File: src/rtl/regbank_arbiter.sv
// regbank_arbiter: round-robin sharing of one register_bank control port
// between NREQ requesters. Each accepted single-word transaction drives the
// bank for RD_LAT+1 cycles, captures r_out, and pulses rsp_valid to its owner.
// Optional macro REGBANK_ARB_LOCK_EN adds req_lock, letting one requester hold
// the bank across several transactions (atomic read-modify-write).
module regbank_arbiter #(
  parameter int NREQ   = 2,
  parameter int RD_LAT = 1
) (
  input  logic               control_clk,
  input  logic               control_rst_n,
  input  logic [NREQ-1:0]    req_valid,
  input  logic [NREQ-1:0]    req_we,
  input  logic [NREQ*9-1:0]  req_cs,
  input  logic [NREQ*2-1:0]  req_sel,
  input  logic [NREQ*7-1:0]  req_addr,
  input  logic [NREQ*64-1:0] req_wdata,
`ifdef REGBANK_ARB_LOCK_EN
  input  logic [NREQ-1:0]    req_lock,
`endif
  output logic [NREQ-1:0]    req_ready,
  output logic [NREQ-1:0]    rsp_valid,
  output logic [63:0]        rsp_rdata,
  output logic [8:0]         cs,
  output logic [1:0]         sel,
  output logic [6:0]         addr,
  output logic [63:0]        r_in,
  output logic               we,
  input  logic [63:0]        r_out
);
  localparam int PW = $clog2(NREQ);
  localparam int CW = 3;

  typedef enum logic [1:0] {IDLE, HOLD, CAPT} state_t;

  state_t          state;
  logic [PW-1:0]   ptr;
  logic [PW-1:0]   owner;
  logic [PW-1:0]   gidx;
  logic [CW-1:0]   cnt;
  logic            cur_we;
  logic [NREQ-1:0] grant;
  logic            accept;

`ifdef REGBANK_ARB_LOCK_EN
  logic            locked;
  logic            cur_lock;
  logic [PW-1:0]   lock_owner;
`endif

  // Per-requester views of the flattened request fields
  logic [8:0]  f_cs   [NREQ];
  logic [1:0]  f_sel  [NREQ];
  logic [6:0]  f_addr [NREQ];
  logic [63:0] f_wd   [NREQ];

  for (genvar i = 0; i < NREQ; i++) begin : g_unpack
    assign f_cs[i]   = req_cs[9*i +: 9];
    assign f_sel[i]  = req_sel[2*i +: 2];
    assign f_addr[i] = req_addr[7*i +: 7];
    assign f_wd[i]   = req_wdata[64*i +: 64];
  end

  // Round-robin search from ptr upward with wrap; walking k downward lets the
  // nearest valid requester overwrite any farther one. Locked mode only
  // considers the lock owner.
  always_comb begin
    logic [PW:0] sum;
    grant = '0;
    gidx  = '0;
    sum   = '0;
`ifdef REGBANK_ARB_LOCK_EN
    if (locked) begin
      if (req_valid[lock_owner]) begin
        grant[lock_owner] = 1'b1;
        gidx              = lock_owner;
      end
    end else begin
`else
    begin
`endif
      for (int k = NREQ-1; k >= 0; k--) begin
        sum = {1'b0, ptr} + (PW+1)'(k);
        if (sum >= (PW+1)'(NREQ)) sum = sum - (PW+1)'(NREQ);
        if (req_valid[sum[PW-1:0]]) begin
          grant                 = '0;
          grant[sum[PW-1:0]]    = 1'b1;
          gidx                  = sum[PW-1:0];
        end
      end
    end
  end

  assign req_ready = (state == IDLE) ? grant : '0;
  assign accept    = |(req_valid & req_ready);

  // Transaction sequencer: accept, hold bank signals for RD_LAT cycles, then
  // spend one CAPT cycle so the registered r_out can be captured
  always_ff @(posedge control_clk) begin
    if (!control_rst_n) begin
      state      <= IDLE;
      ptr        <= '0;
      owner      <= '0;
      cnt        <= '0;
      cur_we     <= 1'b0;
      cs         <= '0;
      sel        <= '0;
      addr       <= '0;
      r_in       <= '0;
      we         <= 1'b0;
      rsp_valid  <= '0;
      rsp_rdata  <= '0;
`ifdef REGBANK_ARB_LOCK_EN
      locked     <= 1'b0;
      cur_lock   <= 1'b0;
      lock_owner <= '0;
`endif
    end else begin
      rsp_valid <= '0;
      case (state)
        IDLE: begin
          if (accept) begin
            cs     <= f_cs[gidx];
            sel    <= f_sel[gidx];
            addr   <= f_addr[gidx];
            r_in   <= req_we[gidx] ? f_wd[gidx] : '0;
            we     <= req_we[gidx];
            cur_we <= req_we[gidx];
            owner  <= gidx;
            cnt    <= CW'(RD_LAT);
            state  <= HOLD;
`ifdef REGBANK_ARB_LOCK_EN
            // pointer is frozen while a lock is held so fairness resumes
            // where it left off once the lock owner lets go
            if (!locked) ptr <= (gidx == PW'(NREQ-1)) ? '0 : gidx + 1'b1;
            cur_lock <= req_lock[gidx];
            if (req_lock[gidx]) begin
              locked     <= 1'b1;
              lock_owner <= gidx;
            end
`else
            ptr <= (gidx == PW'(NREQ-1)) ? '0 : gidx + 1'b1;
`endif
          end
        end
        HOLD: begin
          // write strobe is a single-cycle pulse; address/data keep holding
          we <= 1'b0;
          if (cnt == CW'(1)) state <= CAPT;
          else               cnt   <= cnt - 1'b1;
        end
        CAPT: begin
          rsp_rdata        <= cur_we ? '0 : r_out;
          rsp_valid[owner] <= 1'b1;
          cs               <= '0;
          sel              <= '0;
          addr             <= '0;
          r_in             <= '0;
          state            <= IDLE;
`ifdef REGBANK_ARB_LOCK_EN
          if (locked && !cur_lock) locked <= 1'b0;
`endif
        end
        default: state <= IDLE;
      endcase
    end
  end
endmodule

File: config.mk
export PLATFORM = sky130hd
export DESIGN_NAME = regbank_arbiter
export DESIGN_NICKNAME = d
export VERILOG_FILES = /design/src/rtl/regbank_arbiter.sv
export SDC_FILE = /design/constraint.sdc
export NUM_CORES = 1
export LEC_CHECK = 0
export BUFFER_PORTS_ARGS = -buffer_cell sky130_fd_sc_hd__buf_4
export CORE_AREA = 8 8 145 147
export DETAILED_ROUTE_END_ITERATION = 10
export DIE_AREA = 0 0 153 155
export GPL_TIMING_DRIVEN = 0
export PLACE_DENSITY = 0.66
export SETUP_SLACK_MARGIN = 0.5
export SLEW_MARGIN = 15
export SYNTH_ARGS = -nofsm -noshare
export SYNTH_HDL_FRONTEND = slang
export SYNTH_SLANG_ARGS = --single-unit
File: constraint.sdc
create_clock -name control_clk -period 4 [get_ports control_clk]
set_input_delay 0.6 -clock control_clk [delete_from_list [all_inputs] [get_ports control_clk]]
set_output_delay 0.6 -clock control_clk [all_outputs]
set_load 0.02 [all_outputs]
==> results of run 1 <==
[kinds of logic (layout without fill, tap and decap cells)]
kind of cell | Yosys count | count (layout) | share of synthesized area (%)
and+or+nand+nor | 177 | 177 | 11.2
muxes | 18 | 18 | 2.81
xor gates and xnor gates | 1 | 1 | 0.137
DFF | 157 | 157 | 49.0
adders and majority gates | 2 | 2 | 0.390
AOI/OAI and AO/OA | 286 | 286 | 30.1
buffers and inverters | 77 | 491 | 6.41
[registers in the layout, summed over array words and instances (netlist names)]
name,cells
r_in,64
rsp_rdata,64
cs,9
addr,7
cnt,3
rsp_valid,2
sel,2
state,2
cur_we,1
owner,1
ptr,1
we,1
[power by group]
group | switching [mW] | total [mW] | internal (mW) | leakage [nW]
Sequential | 0.0497 | 1.70 | 1.65 | 1.28
Combinational | 0.453 | 0.832 | 0.379 | 3.07
Clock | 0.728 | 1.80 | 1.07 | 0.315
[cell usage after synthesis (4+ instances only)]
library cell	count	area share [%]
nor2_1	5	0.29
buf_2	40	3.1
nand2_1	152	8.9
dfxtp_1	157	49
a22o_1	64	8.7
mux2i_1	18	2.8
o21ai_0	24	1.9
a21oi_1	4	0.31
o21ai_1	60	4.7
a31oi_1	64	6.2
buf_1	4	0.23
a211oi_1	65	7.6
buf_6	8	1.4
clkbuf_1	18	1.1
[worst max-delay path, stage by stage]
cell	delay, ns
buf_2	0.21
buf_2	0.27
buf_1	0.39
a21oi_1	0.14
buf_4	0.18
[through the flow]
stage	hold WS (ns)	utilization (%)	cells
4_1_cts	0.370	54.0	1370
5_1_grt	0.371	54.0	1370
2_1_floorplan	0.407	-	718
3_3_place_gp	0.430	50.6	1338
3_5_place_dp	0.433	50.6	1338
6_report	0.387	54.0	1370
[metal layers]
| layer | GRT usage (%) | part of all wire, % | routed length [um] |
|---|---|---|---|
| met3 | 8.65 | 9.1 | 2530 |
| met1 | 26.3 | 41 | 11400 |
| met5 | 0 | 0 | 0 |
| met4 | 6.97 | 2.3 | 633 |
| met2 | 38.1 | 48 | 13400 |
[final timing paths]
check / to / cells after the start / start
hold / removal: rsp_rdata[44]$_SDFFE_PN0P_ / 2 / r_out[44]
hold reg to reg: r_in[27]$_SDFFE_PN0P_ / 2 / r_in[27]$_SDFFE_PN0P_
setup reg to reg: r_in[26]$_SDFFE_PN0P_ / 6 / ptr$_SDFFE_PN0P_
setup / recovery: req_ready[0] / 5 / req_valid[1]
[area by class of cell]
cell class,count,share of cell area (%)
flip-flops and latches,157,30.7
repair buffers,382,28.0
multi-input cells,484,28.0
clock buffers,17,4.16
plain buffers,74,3.91
well taps,238,2.91
clock inverters,15,2.14
inverters,3,0.110
==> flow_metrics.env, run 1 <==
export IMPL_synth_area_per_cell_sq_um=8.94
export IMPL_crit_fanout=10
export IMPL_power_density_nw_per_um2=424
export IMPL_finalHoldViolations=0
export IMPL_syn_inst=718
export IMPL_final_common_cell="buf_4"
export IMPL_clock_latency_ns=0.42
export IMPL_cts_sinks=157
export IMPL_yosysSeqAreaShare_pct=49.0
export IMPL_clk_pin_slew_ns=0.07
export IMPL_crit_arrival_ns=1.80
export IMPL_max_slew_margin_pct=62.6
export IMPL_place_ws_ns=1.62
export IMPL_rrSetupSlack_ns=2.21
export IMPL_grt_max_degree=17
export IMPL_clockRootBuffer="clkbuf_16"
export IMPL_rsz0062_at_grt="false"
export IMPL_synth_edff_count=0
export IMPL_syn_area_sq_um=6420
export IMPL_hold_class="in2reg"
export IMPL_fin_crit_ns=2.40
export IMPL_num_antenna_cells=0
export IMPL_slew_violations=0
export IMPL_setup_viol=0
export IMPL_clockBufferDepth=2
export IMPL_io_buffers=382
export IMPL_vias_per_cell=5.14
export IMPL_endpoint_kind="output pin"
export IMPL_ant_nets=0
export IMPL_p_total_mw=4.33
export IMPL_dp_hpwl_mm=21.9
export IMPL_die_h_um=155
export IMPL_post_route_period_util_pct=60.0
export IMPL_synth_cell_types=38
export IMPL_grt_ovfl_total=0
export IMPL_multi_input_area_sq_um=2860
export IMPL_tightest_slew_ns=0.561
export IMPL_synth_ff_type="dfxtp_1"
export IMPL_drtIter0Drc=336
export IMPL_tritoncts="yes"
export IMPL_fillers=1811
export IMPL_postCtsSetupBuffers=0
export IMPL_core_rowCount=51
export IMPL_die_x_um=153
export IMPL_grtUsageTotal_pct=22.7
export IMPL_routedWlPerCell_um=20.4
export IMPL_synth_async_sr_flop_share_pct=0
export IMPL_seqCellArea_sq_um=3140
export IMPL_tns_ns=0
export IMPL_htreeDepth=4
export IMPL_fin_area_sq_um=10200
export IMPL_status="complete, no violations"
export IMPL_yosysWarnings=0
export IMPL_fin_nets=1355
export IMPL_critPathKind="in2out"
export IMPL_most_common_layout_cells="buf_4 (385), dfxtp_1 (157), nand2_1 (152)"
export IMPL_cp_required_ns=3.40
export IMPL_wl_mm=28.0
export IMPL_grt_pass1_vias=7119
export IMPL_antenna_found_initial=0
export IMPL_start_kind="input pin"
export IMPL_initial_core_util_pct=33.9
export IMPL_ir_drop_mv=0.263
export IMPL_synth_seq_cells=157
export IMPL_syn2layout_area_growth_pct=59.4
export IMPL_drt_pass1_iter_count=5
export IMPL_post_dp_cell_area_sq_um=9580
export IMPL_grt_pass1_wl_mm=42.1
export IMPL_post_cts_resized=0
export IMPL_leakagePower_nw=4.67
export IMPL_cts_hold_fix_buffers=0
export IMPL_die_area_sq_um=23700
export IMPL_core_area_sq_um=19000
export IMPL_achievable_frequency_ghz=0.417
export IMPL_cts_buffers=17
export IMPL_place_gp_congestion=0.847
export IMPL_syn_nets=954
export IMPL_drc=0
export IMPL_maxCapViolCount=0
export IMPL_io_pins=385
export IMPL_vias=7036
export IMPL_setup_slack_ns=1.60
export IMPL_drive_above_1_share_pct=41.6
export IMPL_skew_ns=0.00928
(Power assumes the default switching activity.)
==> run 2: changes to the inputs <==
Settings changed: CORE_AREA 8 8 145 147 to 8 8 142 144, DIE_AREA 0 0 153 155 to 0 0 150 152, PLACE_DENSITY 0.66 to 0.71.
Clock period 4 ns to 2.2 ns, I/O delays scaled along.
==> run 2 against run 1 <==
Worst setup slack worse by 1.2 ns. Total power up 77%. Non-clock buffer count up 5. Via count up 0.80%. Clock skew up 0.0017 ns. Count of clock-buffer cells in the layout up 1. Sequential power up 82%. Register-to-register slack worse by 1.6 ns. First-iteration DRC count up 30%. Global-route usage up 0.95 points. Utilization up 4.0 points. Worst hold slack worse by 0.27 ns.
==> flow_metrics.env, run 2 (same netlist as run 1, synthesis figures left out) <==
export IMPL_clock_latency_ns=0.42
export IMPL_grt_max_degree=17
export IMPL_most_common_layout_cells="buf_4 (389), dfxtp_1 (154), nand2_1 (150)"
export IMPL_grt_pass1_wl_mm=41.6
export IMPL_fin_crit_ns=1.77
export IMPL_tns_ns=0
export IMPL_rrSetupSlack_ns=0.61
export IMPL_initial_core_util_pct=36.1
export IMPL_skew_ns=0.0110
export IMPL_vias=7092
export IMPL_setup_slack_ns=0.430
export IMPL_hold_depth=2
export IMPL_clockBufferDepth=2
export IMPL_wl_mm=28.3
export IMPL_endpoint_kind="output pin"
export IMPL_die_area_sq_um=22800
export IMPL_crit_fanout=4
export IMPL_cts_hold_fix_buffers=0
export IMPL_post_dp_cell_area_sq_um=9570
export IMPL_instances_no_fill=1366
export IMPL_grtUsageTotal_pct=23.6
export IMPL_die_h_um=152
export IMPL_fin_area_sq_um=10300
export IMPL_io_buffers=382
export IMPL_grt_pass1_vias=6944
export IMPL_leakagePower_nw=4.70
export IMPL_cp_required_ns=1.87
export IMPL_maxCapViolCount=0
export IMPL_crit_arrival_ns=1.44
export IMPL_fin_util_pct=57.9
export IMPL_rsz0062_at_grt="true"
export IMPL_drt_pass1_iter_count=5
export IMPL_routedWlPerCell_um=20.8
export IMPL_slew_violations=0
export IMPL_vias_per_cell=5.19
export IMPL_core_rowCount=49
export IMPL_final_common_cell="buf_4"
export IMPL_syn2layout_area_growth_pct=60.5
export IMPL_start_kind="flop"
export IMPL_antenna_found_initial=0
export IMPL_max_slew_margin_pct=62.2
export IMPL_status="complete, no violations"
export IMPL_largest_registers="r_in x64, rsp_rdata x64, cs x9"
export IMPL_ir_drop_mv=0.685
export IMPL_post_route_period_util_pct=80.4
export IMPL_tritoncts="yes"
export IMPL_power_density_nw_per_um2=745
export IMPL_grt_ovfl_total=0
export IMPL_place_gp_congestion=0.836
export IMPL_drc=0
export IMPL_num_antenna_cells=0
export IMPL_cts_sinks=157
export IMPL_die_x_um=150
export IMPL_critPathKind="reg2out"
export IMPL_tightest_slew_ns=0.566
export IMPL_hold_class="in2reg"
export IMPL_r2r_cells=6
export IMPL_finalHoldViolations=0
export IMPL_setup_viol=0
export IMPL_fin_nets=1360
export IMPL_place_ws_ns=0.282
export IMPL_ant_nets=0
export IMPL_core_area_sq_um=17800
export IMPL_drive_above_1_share_pct=43.2
export IMPL_achievable_frequency_ghz=0.565
export IMPL_drtIter0Drc=436
export IMPL_clockRootBuffer="clkbuf_16"
export IMPL_clk_pin_slew_ns=0.07
export IMPL_cts_buffers=17
export IMPL_htreeDepth=4
export IMPL_dp_hpwl_mm=22.0
export IMPL_io_pins=385
export IMPL_placedCellCount=1329
-- run 2: changes by cell type in the layout (fill, tap and decap cells not counted), moves of 3 or more --
cell / previous run / this run
clkbuf_4: 0 / 4
buf_4: 385 / 389
buf_2: 40 / 37
dfxtp_2: 0 / 3
clkbuf_1: 18 / 13
clkbuf_2: 1 / 6
dfxtp_1: 157 / 154
-- run 2: through the flow --
step                      total power [mW]  hold slack, ns
after CTS                             7.71          0.0952
final                                 7.68           0.116
after detailed placement              4.67           0.440
after global routing                  8.00          0.0913
after global placement                4.66           0.434
after floorplan                       3.89           0.407
-- run 2: final timing paths --
path,startpoint,endpoint
setup / recovery,ptr$_SDFFE_PN0P_,req_ready[1]
hold / removal,r_out[17],rsp_rdata[17]$_SDFFE_PN0P_
setup reg to reg,state[0]$_SDFFE_PN0P_,r_in[48]$_SDFFE_PN0P_
hold reg to reg,r_in[9]$_SDFFE_PN0P_,r_in[9]$_SDFFE_PN0P_
-- run 2: layout make-up --
class	count	area [sq um]
sequential	157	3150
inverter	3	11.3
buffer	74	433
clock buffer	18	429
timing repair buffer	387	2920
tap	229	287
multi-input combinational	484	2900
clock inverter	14	169
fill	1637	7480
-- run 2: critical path, cell delays in order (launching register included) --
cell      delay (ns)
dfxtp_2         0.35
nand2b_4        0.15
buf_8           0.10
nand2_4         0.06
nor3_4          0.20
buf_6           0.15
-- run 2: timing repair --
item / 4_1_cts / 5_1_grt
endpoints found under the setup margin: 27 / 134
pin swaps: 1 / 2
gates resized for setup: 12 / 25
hold endpoints to repair: 0 / 0
setup buffers: 3 / 2
-- run 2: report_power, final --
group          internal, mW  switching, mW
logic                 0.719          0.836
clock network          1.72           1.31
registers              3.01         0.0954
total                  5.44           2.24
-- run 2: per-layer routing --
metal  track usage (%)  part of all wire [%]  vias up
met5                 0                     0        -
met4              7.62                   2.0        0
met3              8.49                    10       30
met2              39.5                    49      319
met1              27.3                    39     3301
li1                  -                     -     3442
==> run 3: changes to the inputs <==
Settings changed: ABC_AREA set to 1, CORE_AREA 8 8 142 144 to 8 8 141 143, DIE_AREA 0 0 150 152 to 0 0 149 151, PLACE_DENSITY 0.71 to 0.77.
Clock period 2.2 ns to 1.44 ns, I/O delays scaled along.
==> run 3 against run 2 <==
The flow now finishes with violations (negative setup slack). Total power increased by 98%. Count of clock-buffer cells in the layout increased by 2. Non-clock buffer count increased by 97. Combinational power increased to 3.6 times the previous value. Worst hold slack got worse by 0.072 ns. Sequential share of layout area decreased by 7.0 points. Largest power group is now combinational cells. Die area decreased by 1.3%. Clock skew increased by 0.0055 ns. Synthesized cell count increased by 41%. Clock power increased by 51%. Register-to-register slack got worse by 0.77 ns. First-iteration DRC count increased by 14%.
==> flow_metrics.env, run 3 <==
export IMPL_drive_above_1_share_pct=59.3
export IMPL_crit_arrival_ns=1.40
export IMPL_clockRootBuffer="clkbuf_16"
export IMPL_synth_most_common_cell="nand2_1"
export IMPL_r2r_end="r_in[44]$_SDFFE_PN0P_"
export IMPL_rsz0062_at_grt="true"
export IMPL_clockBufferDepth=2
export IMPL_io_buffers=384
export IMPL_synth_top_family_by_area="simple AND/OR/NAND/NOR gates"
export IMPL_syn2layout_area_growth_pct=95.9
export IMPL_grtUsageTotal_pct=27.9
export IMPL_endpoint_kind="output pin"
export IMPL_core_area_sq_um=17700
export IMPL_tritoncts="yes"
export IMPL_status="finished, violations left"
export IMPL_synthAdderAreaFrac_pct=0.351
export IMPL_violations="negative setup slack"
export IMPL_reg2reg_from="state[0]$_SDFFE_PN0P_"
export IMPL_vias=9520
export IMPL_die_x_um=149
export IMPL_cts_hold_fix_buffers=0
export IMPL_clk_pin_slew_ns=0.07
export IMPL_rrSetupSlack_ns=-0.16
export IMPL_fin_nets=1733
export IMPL_synth_async_sr_flop_share_pct=0
export IMPL_maxCapViolCount=0
export IMPL_synth_xor_area_share_pct=0
export IMPL_yosys_area_top_type="dfxtp_1"
export IMPL_start_kind="flop"
export IMPL_grt_pass1_wl_mm=49.0
export IMPL_ir_drop_mv=0.832
export IMPL_ant_nets=0
export IMPL_syn_inst=1012
export IMPL_post_route_period_util_pct=112
export IMPL_htreeDepth=4
export IMPL_yosysSeqAreaShare_pct=44.0
export IMPL_most_common_layout_cells="nand2_1 (312), buf_4 (310), buf_6 (157)"
export IMPL_drt_pass1_iter_count=5
export IMPL_whs_endpoint="rsp_rdata[51]$_SDFFE_PN0P_"
export IMPL_syn_area_sq_um=7140
export IMPL_vias_per_cell=5.47
export IMPL_clock_latency_ns=0.42
export IMPL_synth_seq_cells=157
export IMPL_instances_no_fill=1739
export IMPL_dp_hpwl_mm=23.4
export IMPL_placedCellCount=1625
export IMPL_cts_buffers=17
export IMPL_place_gp_congestion=0.852
export IMPL_num_antenna_cells=0
export IMPL_initial_core_util_pct=40.4
export IMPL_leakagePower_nw=6.48
export IMPL_cts_sinks=157
export IMPL_core_rowCount=49
export IMPL_slew_violations=0
export IMPL_synth_edff_count=0
export IMPL_antenna_found_initial=0
export IMPL_synth_mux_area_share_pct=0
export IMPL_setup_viol=87
export IMPL_critPathKind="reg2out"
export IMPL_setup_slack_ns=-0.176
export IMPL_crit_fanout=2
export IMPL_die_area_sq_um=22500
export IMPL_hold_depth=3
export IMPL_tightest_slew_ns=0.747
export IMPL_wl_mm=36.6
export IMPL_syn_nets=1248
export IMPL_yosysWarnings=0
export IMPL_synth_area_per_cell_sq_um=7.05
export IMPL_synth_simple_gate_area_share_pct=37.8
export IMPL_finalHoldViolations=0
export IMPL_place_ws_ns=-0.229
export IMPL_synth_common_cells="nand2_1 (342), dfxtp_1 (157), nand3_1 (142)"
export IMPL_routedWlPerCell_um=21.1
export IMPL_min_from="r_out[51]"
export IMPL_synth_ff_type="dfxtp_1"
export IMPL_r2r_cells=10
export IMPL_synth_cell_types=24
export IMPL_synth_area_leaders="dfxtp_1 (44%), nand2_1 (18%), nand3_1 (10%)"
export IMPL_grt_ovfl_total=0
export IMPL_achievable_frequency_ghz=0.619
export IMPL_hold_class="in2reg"
export IMPL_grt_pass1_vias=9138
export IMPL_drc=0
export IMPL_largest_registers="r_in x64, rsp_rdata x64, cs x9"
export IMPL_power_density_nw_per_um2=1090
export IMPL_synth_compound_area_share_pct=10.2
export IMPL_yosysTopAreaCellShare_pct=44.0
export IMPL_drtIter0Drc=497
export IMPL_io_pins=385
export IMPL_final_common_cell="nand2_1"
export IMPL_grt_max_degree=17
export IMPL_die_h_um=151
export IMPL_cp_required_ns=1.22
export IMPL_fin_crit_ns=1.62
export IMPL_skew_ns=0.0164
export IMPL_max_slew_margin_pct=50.2
run 3: changes by cell type after synthesis, sizes merged, moves of 11 or more:
cell    before  now
nand2      152  347
nand3        3  153
a21oi        4   82
a211oi      65    0
nand4        0   65
a22o        64    0
a31oi       64    0
o21ai       84   64
inv          3   21
mux2i       18    0
nor2         7   20
clkbuf      19   30
run 3: what timing repair did:
item | CTS | global route
gates cloned | 17 | 2
pin swaps | 54 | 65
endpoints found under the setup margin | 308 | 308
gates resized for setup | 203 | 442
setup buffers | 36 | 27
run 3: worst max path at each step:
stage / slack [ns] / endpoint / depth (start not counted) / from
2_1_floorplan: 0.25 / r_in[53]$_SDFFE_PN0P_ / 7 / state[0]$_SDFFE_PN0P_
3_3_place_gp: -0.22 / r_in[0]$_SDFFE_PN0P_ / 8 / req_valid[1]
3_5_place_dp: -0.23 / r_in[0]$_SDFFE_PN0P_ / 8 / req_valid[1]
4_1_cts: -0.18 / req_ready[0] / 6 / state[1]$_SDFFE_PN0P_
5_1_grt: -0.23 / r_in[44]$_SDFFE_PN0P_ / 10 / state[0]$_SDFFE_PN0P_
6_report: -0.18 / req_ready[0] / 6 / state[0]$_SDFFE_PN0P_
run 3: power by group:
group	leakage, nW	internal, mW	switching [mW]	total [mW]
clock	0.284	2.57	1.98	4.55
combinational	4.87	2.78	2.87	5.65
sequential	1.33	4.71	0.256	4.97
total	6.48	10.1	5.11	15.2
run 3: critical path: stages, from the launching register on:
cell and delay (ns):
dfxtp_4 0.35, nor2_4 0.15, nand3_4 0.10, buf_8 0.13, buf_8 0.11, clkinv_4 0.03
buf_6 0.11
run 3: cells by family (layout without fill, tap and decap cells):
kind of cell,Yosys count,after routing
simple gates,592,593
buf+inv,115,612
fa+ha+maj,2,2
flops,157,157
compound gates,146,146
run 3: metrics by stage:
stage               TNS [ns]  instance area, sq um  util, %  hold slack, ns  power, mW
global route          -11.45                 14000     79.2          0.0401       15.7
finish                 -6.80                 14000     79.2          0.0440       15.2
global placement       -8.20                 10500     59.5           0.428       8.53
detailed placement     -9.26                 10500     59.5           0.435       8.57
floorplan                  0                  7340        -           0.357       7.03
CTS                    -3.61                 12400     70.3          0.0271       14.2
run 3: layer usage:
metal  vias up  share of wire (%)  track usage (%)
li1       4390                  -                -
met1      4538                 35             29.5
met2       479                 51             49.8
met3       113                8.3             8.75
met4         0                5.2             12.9
met5         -                  0                0
run 3: final cells by class:
class / instances / area, sq um
timing repair buffer: 465 / 4340
multi-input combinational: 741 / 4330
fill: 1149 / 3680
sequential: 157 / 3290
buffer: 93 / 1020
clock buffer: 20 / 467
tap: 229 / 287
clock inverter: 12 / 128
inverter: 22 / 113
